### src/rtl/snake_body_engine_if.sv
// Bus bundle between the game control FSM / drawing sequencer and the snake body engine.
// The master side issues commands and read indices; the slave side is the engine.
interface snake_body_engine_if #(
   parameter int X_W   = 8,
   parameter int Y_W   = 7,
   parameter int LEN_W = 8
);
   logic             start;
   logic             step;
   logic [1:0]       dir;
   logic             grow;
   logic [LEN_W-1:0] rd_idx;
   logic [X_W-1:0]   rd_x;
   logic [Y_W-1:0]   rd_y;
   logic [X_W-1:0]   head_x;
   logic [Y_W-1:0]   head_y;
   logic [LEN_W-1:0] length;
   logic [1:0]       cur_dir;
   logic             busy;
   logic             done;
   logic             dead;

   modport master (
      output start, step, dir, grow, rd_idx,
      input  rd_x, rd_y, head_x, head_y, length, cur_dir, busy, done, dead
   );

   modport slave (
      input  start, step, dir, grow, rd_idx,
      output rd_x, rd_y, head_x, head_y, length, cur_dir, busy, done, dead
   );
endinterface

### src/rtl/snake_body_engine.sv
// Snake body store and movement engine: keeps the segment list, moves/grows the
// snake one cell per step, checks wall and self collisions with a one-compare-per-
// cycle scan, and serves segment coordinates through a registered read port.
module snake_body_engine #(
   parameter int GRID_W   = 160,
   parameter int GRID_H   = 120,
   parameter int X_W      = 8,
   parameter int Y_W      = 7,
   parameter int MAX_LEN  = 128,
   parameter int INIT_LEN = 4,
   parameter int LEN_W    = $clog2(MAX_LEN + 1)
) (
   input logic                clk,
   input logic                reset,
   snake_body_engine_if.slave bus
);
   localparam int IDX_W = (MAX_LEN > 1) ? $clog2(MAX_LEN) : 1;

   typedef enum logic [1:0] {IDLE, MOVE, SCAN, DONE} state_t;

   state_t           state;
   logic [X_W-1:0]   seg_x [MAX_LEN];
   logic [Y_W-1:0]   seg_y [MAX_LEN];
   logic [X_W-1:0]   head_x;
   logic [Y_W-1:0]   head_y;
   logic [LEN_W-1:0] length;
   logic [LEN_W-1:0] scan_idx;
   logic [1:0]       cur_dir;
   logic [1:0]       mv_dir;
   logic             mv_grow;
   logic             busy;
   logic             done;
   logic             dead;
   logic [X_W-1:0]   rd_x;
   logic [Y_W-1:0]   rd_y;

   logic [X_W-1:0]   nxt_x;
   logic [Y_W-1:0]   nxt_y;
   logic             nxt_wall;
   logic [LEN_W-1:0] len_post;
   logic [1:0]       req_dir;

   // Pick the direction to latch: a direct reversal is refused for a body longer than one cell.
   always_comb begin
      req_dir = bus.dir;
      if ((length > LEN_W'(1)) && (bus.dir == (cur_dir ^ 2'b01))) begin
         req_dir = cur_dir;
      end
   end

   // Candidate head one cell along the latched direction, its wall test and the post-move length.
   always_comb begin
      nxt_x = head_x;
      nxt_y = head_y;
      case (mv_dir)
         2'b00:   nxt_x = head_x - X_W'(1);
         2'b01:   nxt_x = head_x + X_W'(1);
         2'b10:   nxt_y = head_y + Y_W'(1);
         default: nxt_y = head_y - Y_W'(1);
      endcase
      nxt_wall = (nxt_x == '0) || (nxt_x == X_W'(GRID_W - 1)) ||
                 (nxt_y == '0) || (nxt_y == Y_W'(GRID_H - 1));
      len_post = length;
      if (mv_grow && (length < LEN_W'(MAX_LEN))) begin
         len_post = length + LEN_W'(1);
      end
   end

   // Control FSM together with the segment store; all outputs except the read port live here.
   always_ff @(posedge clk) begin
      if (reset) begin
         state    <= IDLE;
         head_x   <= '0;
         head_y   <= '0;
         length   <= '0;
         scan_idx <= '0;
         cur_dir  <= 2'b01;
         mv_dir   <= 2'b01;
         mv_grow  <= 1'b0;
         busy     <= 1'b0;
         done     <= 1'b0;
         dead     <= 1'b0;
      end else begin
         case (state)
            IDLE: begin
               if (bus.start) begin
                  for (int i = 0; i < INIT_LEN; i++) begin
                     seg_x[i] <= X_W'(GRID_W / 2 - i);
                     seg_y[i] <= Y_W'(GRID_H / 2);
                  end
                  head_x  <= X_W'(GRID_W / 2);
                  head_y  <= Y_W'(GRID_H / 2);
                  length  <= LEN_W'(INIT_LEN);
                  cur_dir <= 2'b01;
                  dead    <= 1'b0;
               end else if (bus.step && (length != '0) && !dead) begin
                  mv_dir  <= req_dir;
                  mv_grow <= bus.grow;
                  busy    <= 1'b1;
                  state   <= MOVE;
               end
            end
            MOVE: begin
               if (nxt_wall) begin
                  dead  <= 1'b1;
                  done  <= 1'b1;
                  state <= DONE;
               end else begin
                  for (int i = MAX_LEN - 1; i > 0; i--) begin
                     seg_x[i] <= seg_x[i-1];
                     seg_y[i] <= seg_y[i-1];
                  end
                  seg_x[0] <= nxt_x;
                  seg_y[0] <= nxt_y;
                  head_x   <= nxt_x;
                  head_y   <= nxt_y;
                  length   <= len_post;
                  cur_dir  <= mv_dir;
                  scan_idx <= LEN_W'(1);
                  if (len_post == LEN_W'(1)) begin
                     done  <= 1'b1;
                     state <= DONE;
                  end else begin
                     state <= SCAN;
                  end
               end
            end
            SCAN: begin
               if ((seg_x[scan_idx[IDX_W-1:0]] == head_x) && (seg_y[scan_idx[IDX_W-1:0]] == head_y)) begin
                  dead  <= 1'b1;
                  done  <= 1'b1;
                  state <= DONE;
               end else if (scan_idx == (length - LEN_W'(1))) begin
                  done  <= 1'b1;
                  state <= DONE;
               end else begin
                  scan_idx <= scan_idx + LEN_W'(1);
               end
            end
            DONE: begin
               done  <= 1'b0;
               busy  <= 1'b0;
               state <= IDLE;
            end
            default: begin
               state <= IDLE;
            end
         endcase
      end
   end

   // Registered read port; indices beyond the live body read as zero.
   always_ff @(posedge clk) begin
      if (reset) begin
         rd_x <= '0;
         rd_y <= '0;
      end else if (bus.rd_idx < length) begin
         rd_x <= seg_x[bus.rd_idx[IDX_W-1:0]];
         rd_y <= seg_y[bus.rd_idx[IDX_W-1:0]];
      end else begin
         rd_x <= '0;
         rd_y <= '0;
      end
   end

   assign bus.rd_x    = rd_x;
   assign bus.rd_y    = rd_y;
   assign bus.head_x  = head_x;
   assign bus.head_y  = head_y;
   assign bus.length  = length;
   assign bus.cur_dir = cur_dir;
   assign bus.busy    = busy;
   assign bus.done    = done;
   assign bus.dead    = dead;
endmodule

### src/flat_wrapper.sv
// flat-port wrapper written by rule: the top's interface ports become plain ports
module snake_body_engine_flat 
#(
   parameter int GRID_W   = 160,
   parameter int GRID_H   = 120,
   parameter int X_W      = 8,
   parameter int Y_W      = 7,
   parameter int MAX_LEN  = 128,
   parameter int INIT_LEN = 4,
   parameter int LEN_W    = $clog2(MAX_LEN + 1)
)
  (clk, reset, bus_start, bus_step, bus_dir, bus_grow, bus_rd_idx, bus_rd_x, bus_rd_y, bus_head_x, bus_head_y, bus_length, bus_cur_dir, bus_busy, bus_done, bus_dead);
  snake_body_engine_if #(.X_W(X_W), .Y_W(Y_W), .LEN_W(LEN_W)) bus_i ();
  input logic clk;
  input logic reset;
  input wire logic [$bits(bus_i.start)-1:0] bus_start;
  input wire logic [$bits(bus_i.step)-1:0] bus_step;
  input wire logic [$bits(bus_i.dir)-1:0] bus_dir;
  input wire logic [$bits(bus_i.grow)-1:0] bus_grow;
  input wire logic [$bits(bus_i.rd_idx)-1:0] bus_rd_idx;
  output wire logic [$bits(bus_i.rd_x)-1:0] bus_rd_x;
  output wire logic [$bits(bus_i.rd_y)-1:0] bus_rd_y;
  output wire logic [$bits(bus_i.head_x)-1:0] bus_head_x;
  output wire logic [$bits(bus_i.head_y)-1:0] bus_head_y;
  output wire logic [$bits(bus_i.length)-1:0] bus_length;
  output wire logic [$bits(bus_i.cur_dir)-1:0] bus_cur_dir;
  output wire logic [$bits(bus_i.busy)-1:0] bus_busy;
  output wire logic [$bits(bus_i.done)-1:0] bus_done;
  output wire logic [$bits(bus_i.dead)-1:0] bus_dead;
  assign bus_i.start = bus_start;
  assign bus_i.step = bus_step;
  assign bus_i.dir = bus_dir;
  assign bus_i.grow = bus_grow;
  assign bus_i.rd_idx = bus_rd_idx;
  assign bus_rd_x = bus_i.rd_x;
  assign bus_rd_y = bus_i.rd_y;
  assign bus_head_x = bus_i.head_x;
  assign bus_head_y = bus_i.head_y;
  assign bus_length = bus_i.length;
  assign bus_cur_dir = bus_i.cur_dir;
  assign bus_busy = bus_i.busy;
  assign bus_done = bus_i.done;
  assign bus_dead = bus_i.dead;
  snake_body_engine #(.GRID_W(GRID_W), .GRID_H(GRID_H), .X_W(X_W), .Y_W(Y_W), .MAX_LEN(MAX_LEN), .INIT_LEN(INIT_LEN), .LEN_W(LEN_W)) u_core (.clk(clk), .reset(reset), .bus(bus_i));
endmodule
### config.mk
export PLATFORM = sky130hd
export DESIGN_NAME = snake_body_engine_flat
export DESIGN_NICKNAME = d
export VERILOG_FILES = /design/src/rtl/snake_body_engine_if.sv /design/src/rtl/snake_body_engine.sv /design/src/flat_wrapper.sv
export SDC_FILE = /design/constraint.sdc
export NUM_CORES = 2
export LEC_CHECK = 0
export ABC_CLOCK_PERIOD_IN_PS = 71200
export CORE_ASPECT_RATIO = 1.4
export CORE_UTILIZATION = 55
export DETAILED_ROUTE_END_ITERATION = 10
export PLACE_DENSITY = 0.77
export SKIP_CTS_REPAIR_TIMING = 1
export SYNTH_ARGS = -nofsm -noshare
export SYNTH_HDL_FRONTEND = slang
export SYNTH_SLANG_ARGS = --single-unit
### constraint.sdc
create_clock -name clk -period 71.2 [get_ports clk]
set_clock_uncertainty 0.05 [all_clocks]
set_input_delay 14.24 -clock clk [delete_from_list [all_inputs] [get_ports clk]]
set_output_delay 14.24 -clock clk [all_outputs]
set_load 0.02 [all_outputs]
== Yosys cells after proc, flatten, opt, wreduce, memory -nomap -nowiden ==
Memories as Yosys holds them, arrays and structs flattened. A register that Yosys moved wholly into a read port is not among the register bits.
Cells that the tools add are included.

* Register bits after elaboration: 41
* Bits in latches: 0
* RAM bits: 1920
* Bits in read-only memories: 0
* Input port bits: 15
* Word-level logic and storage cells: 143
* Memories: 2

{| class="wikitable"
|+ Memory list
! name !! depth !! width !! rd ports !! clocked after Yosys merged registers in !! write ports !! RTL line !! source
|-
| u_core.seg_x || 128 || 8 || 129 || 2 || 128 || snake_body_engine.sv:22 || <nowiki>logic [X_W-1:0] seg_x [MAX_LEN];</nowiki>
|-
| u_core.seg_y || 128 || 7 || 129 || 2 || 128 || snake_body_engine.sv:23 || <nowiki>logic [Y_W-1:0] seg_y [MAX_LEN];</nowiki>
|}

* Add/sub/neg operators: 7
* Multipliers: 0
* Divide/modulo/power cells: 0
* Order comparisons: 3
* Equal/unequal tests: 22
* Shift-type cells: 0
* Multiplexer cells: 59
* Bitwise operators: 11
* Reduce and logical (&&, ||, !) cells: 28

{| class="wikitable"
|+ Operators by type and width
! operator !! count
|-
| $mux 8 || 12
|-
| $mux 7 || 10
|-
| $pmux 8 s2 || 4
|-
| $pmux 7 s2 || 2
|-
| $add 8x1->8 const B || 3
|-
| $mux 1 || 18
|-
| $eq 8x8->1 || 2
|-
| $mux 2 || 8
|-
| $sub 8x1->8 const B || 2
|-
| $reduce_and 3->1 || 5
|-
| $ne 2x2->1 const B || 5
|-
| $eq 8x1->1 const B || 1
|-
| $eq 8x8->1 const B || 1
|-
| $gt 8x1->1 const B || 1
|-
| $logic_not 8->1 || 1
|-
| $lt 8x8->1 || 1
|-
| $lt 8x8->1 const B || 1
|-
| $or 1x1->1 || 8
|-
| $pmux 2 s4 || 1
|-
| $reduce_and 4->1 || 2
|-
| $reduce_bool 8->1 || 1
|-
| $add 7x1->7 const B || 1
|-
| $eq 7x7->1 || 1
|-
| $eq 7x7->1 const B || 1
|-
| other kinds (18) || 38
|}

== Depth between registers and ports, before layout ==
* Word-level depth: 11
* Depth in mapped cells: 18
* Gate-level depth less buffers: 15

== Worst setup path after synthesis ==
Ideal clock, no wire load.

* Kind: input port to flip-flop
* From: in reset
* To: mem u_core.seg_x[0][6], data pin
* Setup time: 2.417 ns
* Arrival time: 66.508 ns
* Required time: 68.733 ns
* Slack: 2.225 ns
* Stages: 5
* Path buffers: 2
* Path through: or3_1 clkbuf_1 inv_1 clkbuf_1 o211ai_1

{| class="wikitable"
|+ RTL lines
! what !! RTL line !! source
|-
| start: declaration || flat_wrapper.sv:15 || <nowiki>input logic reset;</nowiki>
|-
| end: declaration || snake_body_engine.sv:22 ||
|}

==> metrics.md <==
| Metric | Value |
|---|---|
| Outcome | `finished clean` |
| Clock latency on the worst-skew pair | `830 ps` |
| Met1 Resource Use GR | `0.371` |
| Register area share after synthesis | `0.634` |
| Met3 Usage GRT | `0.0508` |
| Gr ovfl total | `0` |
| Worst r2r path cells | `17` |
| Maximum vdd ir drop | `26.0 uV` |
| Crit path launch type | `input port` |
| Synthesized cell area | `0.0929 mm2` |
| Req. time, crit path | `71580 ps` |
| Pin count of the biggest net entering global routing | `203` |
| Async set-reset flop share out of synthesis | `0` |
| Busiest grt layer | `met2` |
| Top cells by area, synth | `edfxtp_1 (62%), mux4_2 (25%), mux2i_1 (2.4%)` |
| GRT Util Overall | `0.276` |
| Drt drc | `0` |
| Max-slew headroom | `0.150` |
| Crit Path Max Fanout | `199` |
| RSZ-0062 raised after global routing | `false` |
| DP HPWL | `138000 um` |
| Vias per inst | `7.28` |
| Port Buf Inserts | `57` |
| Vias | `51400` |
| HP Class | `reg -> reg` |
| Number of global-route vias before repair | `51400` |
| Die Ht | `488 um` |
| Main synth FF type | `edfxtp_1` |
| Core Area | `0.168 mm2` |
| Chip width | `349 um` |
| Antenna Nets Post-Route | `0` |
| Top cell type's share of synthesized area | `0.621` |
| Met2 Usage GRT | `0.439` |
| Filler cells | `11600` |
| Global placement routability congestion | `0.905` |
| DR iter-0 viols | `6581` |
| Clk sink count | `1983` |
| R2r startpoint | `u_core.mv_dir[1]` |
| Max Cap Violations | `0` |
| DR pass1 iterations | `6` |
| Clock-pin slew of the registers on the worst-case setup and hold paths | `70 ps` |
| I/O Pins | `58` |
| Layout Nets | `4706` |
| Total CTS buffers | `180` |
| Register Area | `0.0589 mm2` |
| Fmax | `50.3 MHz` |
| FP Rows | `178` |
| #FFs+latches synth | `1983` |
| Synth warn | `0` |
| CTS H-Tree Depth | `4` |
| Worst Hold Path EP | `u_core.seg_y[61][1]` |
| Drt wl/cell | `33.0 um` |
| Final number of max-transition violations | `0` |
| CTS Buffer Depth | `3` |
| Hold Startpoint | `u_core.seg_y[60][1]` |
| Syn nets | `4715` |
| Starting Density | `0.553` |
| Hold Crit Depth | `0` |
| CP Class | `in -> reg` |
| Cells after Synth | `4668` |
| Final Instance Area | `0.101 mm2` |
| CTS tree | `built` |
| Multi-input gate area | `0.0322 mm2` |
| Final Cycle Share | `0.279` |
| Slew @ Worst Pin | `1270 ps` |
| Mean Syn Cell Area | `19.9 um2` |
| Yosys top cell by area | `edfxtp_1` |
| Leak | `30.6 nW` |
| Post-synth EDFFs | `1920` |
| Reg-to-reg slack, setup | `61890 ps` |
| Dpl cell area | `0.0956 mm2` |
| Final Hold Viols | `0` |
| Setup-failing EPs final | `0` |
| Crit end category | `flop` |
| CP arrival | `20260 ps` |
| Min Clock Period, post-route | `19880 ps` |
| First-pass GRT wire length | `347000 um` |
| Area growth, synth to finish | `9.24%` |
| Count of different cell masters after synthesis | `81` |
| Die area | `0.171 mm2` |
| Initial antenna violation count | `10` |
| Layout cells sized above 1 | `0.309` |
| Setup_tns | `0 ps` |
| CTS root buf | `clkbuf_16` |
| PwrDens | `32.1 mW/mm2` |
| Worst r2r dst | `u_core.seg_x[43][6]` |
| Routed WL | `233000 um` |
layer usage:
metal,part of all wire,vias to the layer above,wire length (um)
met1,0.36,27500,84400
met3,0.089,530,20700
met5,0.00032,-,75
met4,0.054,12,12500
li1,-,20200,-
met2,0.50,3188,115000
flip-flops by register name, indices dropped and copies added (netlist names), named ones only:
name                count
u_core.state            2
u_core.scan_idx         8
u_core.bus.cur_dir      2
u_core.seg_x         1024
u_core.bus.head_y       7
u_core.mv_dir           2
u_core.bus.rd_x         8
u_core.bus.rd_y         7
u_core.bus.head_x       8
u_core.bus.busy         1
u_core.bus.done         1
u_core.bus.dead         1
u_core.seg_y          896
u_core.bus.length       8
u_core.mv_grow          1
logic make-up (layout without fill, tap and decap cells):
family          count (synthesis)  in the layout  share of synthesized area
flops                        1983           1983                      0.634
buf+inv                       388            534                     0.0190
mux                          1280           1280                      0.278
simple gates                  498            498                     0.0266
other cells                     0              7                          0
compound gates                445            445                     0.0334
xor+xnor                       42             42                    0.00396
fa+ha+maj                      32             32                    0.00447
worst max-delay path by stage:
stage	cells after the start	start	slack, ps	end
after floorplan	5	reset	2220	u_core.seg_x[0][6]
after global placement	9	reset	50560	u_core.seg_x[113][0]
after detailed placement	9	reset	50370	u_core.seg_x[113][0]
after CTS	9	reset	51300	u_core.seg_x[113][0]
after global routing	9	reset	50870	u_core.seg_y[23][1]
final	9	reset	51320	u_core.seg_x[43][6]
power by group:
group	internal, mW	total, mW	leakage, nW	switching, mW
logic	0.291	0.637	9.85	0.345
clock network	0.544	0.990	2.86	0.446
registers	1.51	1.63	17.8	0.122
cells in the final DEF (no fill, tap or decap), drive strengths merged, types with 26 or more instances in the layout:
cell / Yosys / routed
a21oi: 76 / 76
a22oi: 110 / 110
and2: 29 / 29
buf: 174 / 110
clkbuf: 177 / 219
clkdlybuf4s50: 0 / 50
clkinv: 2 / 82
dfxtp: 63 / 63
edfxtp: 1920 / 1920
ha: 30 / 30
inv: 35 / 47
mux2i: 221 / 221
mux4: 1039 / 1039
nand2: 138 / 138
nand3: 49 / 49
nor2: 103 / 103
nor2b: 26 / 26
nor3: 36 / 36
o21ai: 58 / 58
o22ai: 31 / 31
or2: 30 / 30
xnor2: 30 / 30
worst max-delay path, cell delays in order:
cell and delay (ps):
clkdlybuf4s50_1 390, buf_4 270, or3_2 510, buf_4 320, inv_8 790, buf_12 690
buf_4 820, buf_4 900, buf_4 960
cells in the mapped netlist (all sizes together) (8+ instances only):
| library cell | n |
|---|---|
| edfxtp | 1920 |
| mux4 | 1039 |
| mux2i | 221 |
| clkbuf | 177 |
| buf | 174 |
| nand2 | 138 |
| a22oi | 110 |
| nor2 | 103 |
| a21oi | 76 |
| dfxtp | 63 |
| o21ai | 58 |
| nand3 | 49 |
| nor3 | 36 |
| inv | 35 |
| o22ai | 31 |
| ha | 30 |
| or2 | 30 |
| xnor2 | 30 |
| and2 | 29 |
| nor2b | 26 |
| a221oi | 24 |
| mux2 | 20 |
| nor4 | 20 |
| a211oi | 17 |
| a22o | 16 |
| a31oi | 15 |
| nand4 | 13 |
| o211ai | 13 |
| xor2 | 12 |
| and3 | 11 |
| nand2b | 10 |
| a21o | 9 |
| a311oi | 9 |
| a32oi | 9 |
| or3 | 9 |
| o31a | 8 |
final cells by class:
| cell class | count | area share |
|---|---|---|
| Tap cell | 2250 | 0.0278 |
| Timing Repair Buffer | 160 | 0.0141 |
| Clock inverter | 118 | 0.0107 |
| Inverter | 37 | 0.00144 |
| Sequential cell | 1983 | 0.581 |
| Antenna cell | 7 | 0.000173 |
| Multi-Input combinational cell | 2297 | 0.318 |
| Clock buffer | 219 | 0.0470 |
per-stage QoR:
step	std cells	worst slack, ps	utilization	power, mW	hold WS (ps)
after floorplan	4668	2220	-	2.64	388
after global placement	6727	50560	0.569	2.27	392
after detailed placement	6727	50370	0.569	2.29	400
after CTS	7064	51300	0.604	3.27	409
after global routing	7065	50870	0.604	3.36	427
final	7071	51320	0.604	3.26	416
Power figures use the tool's default switching activity.
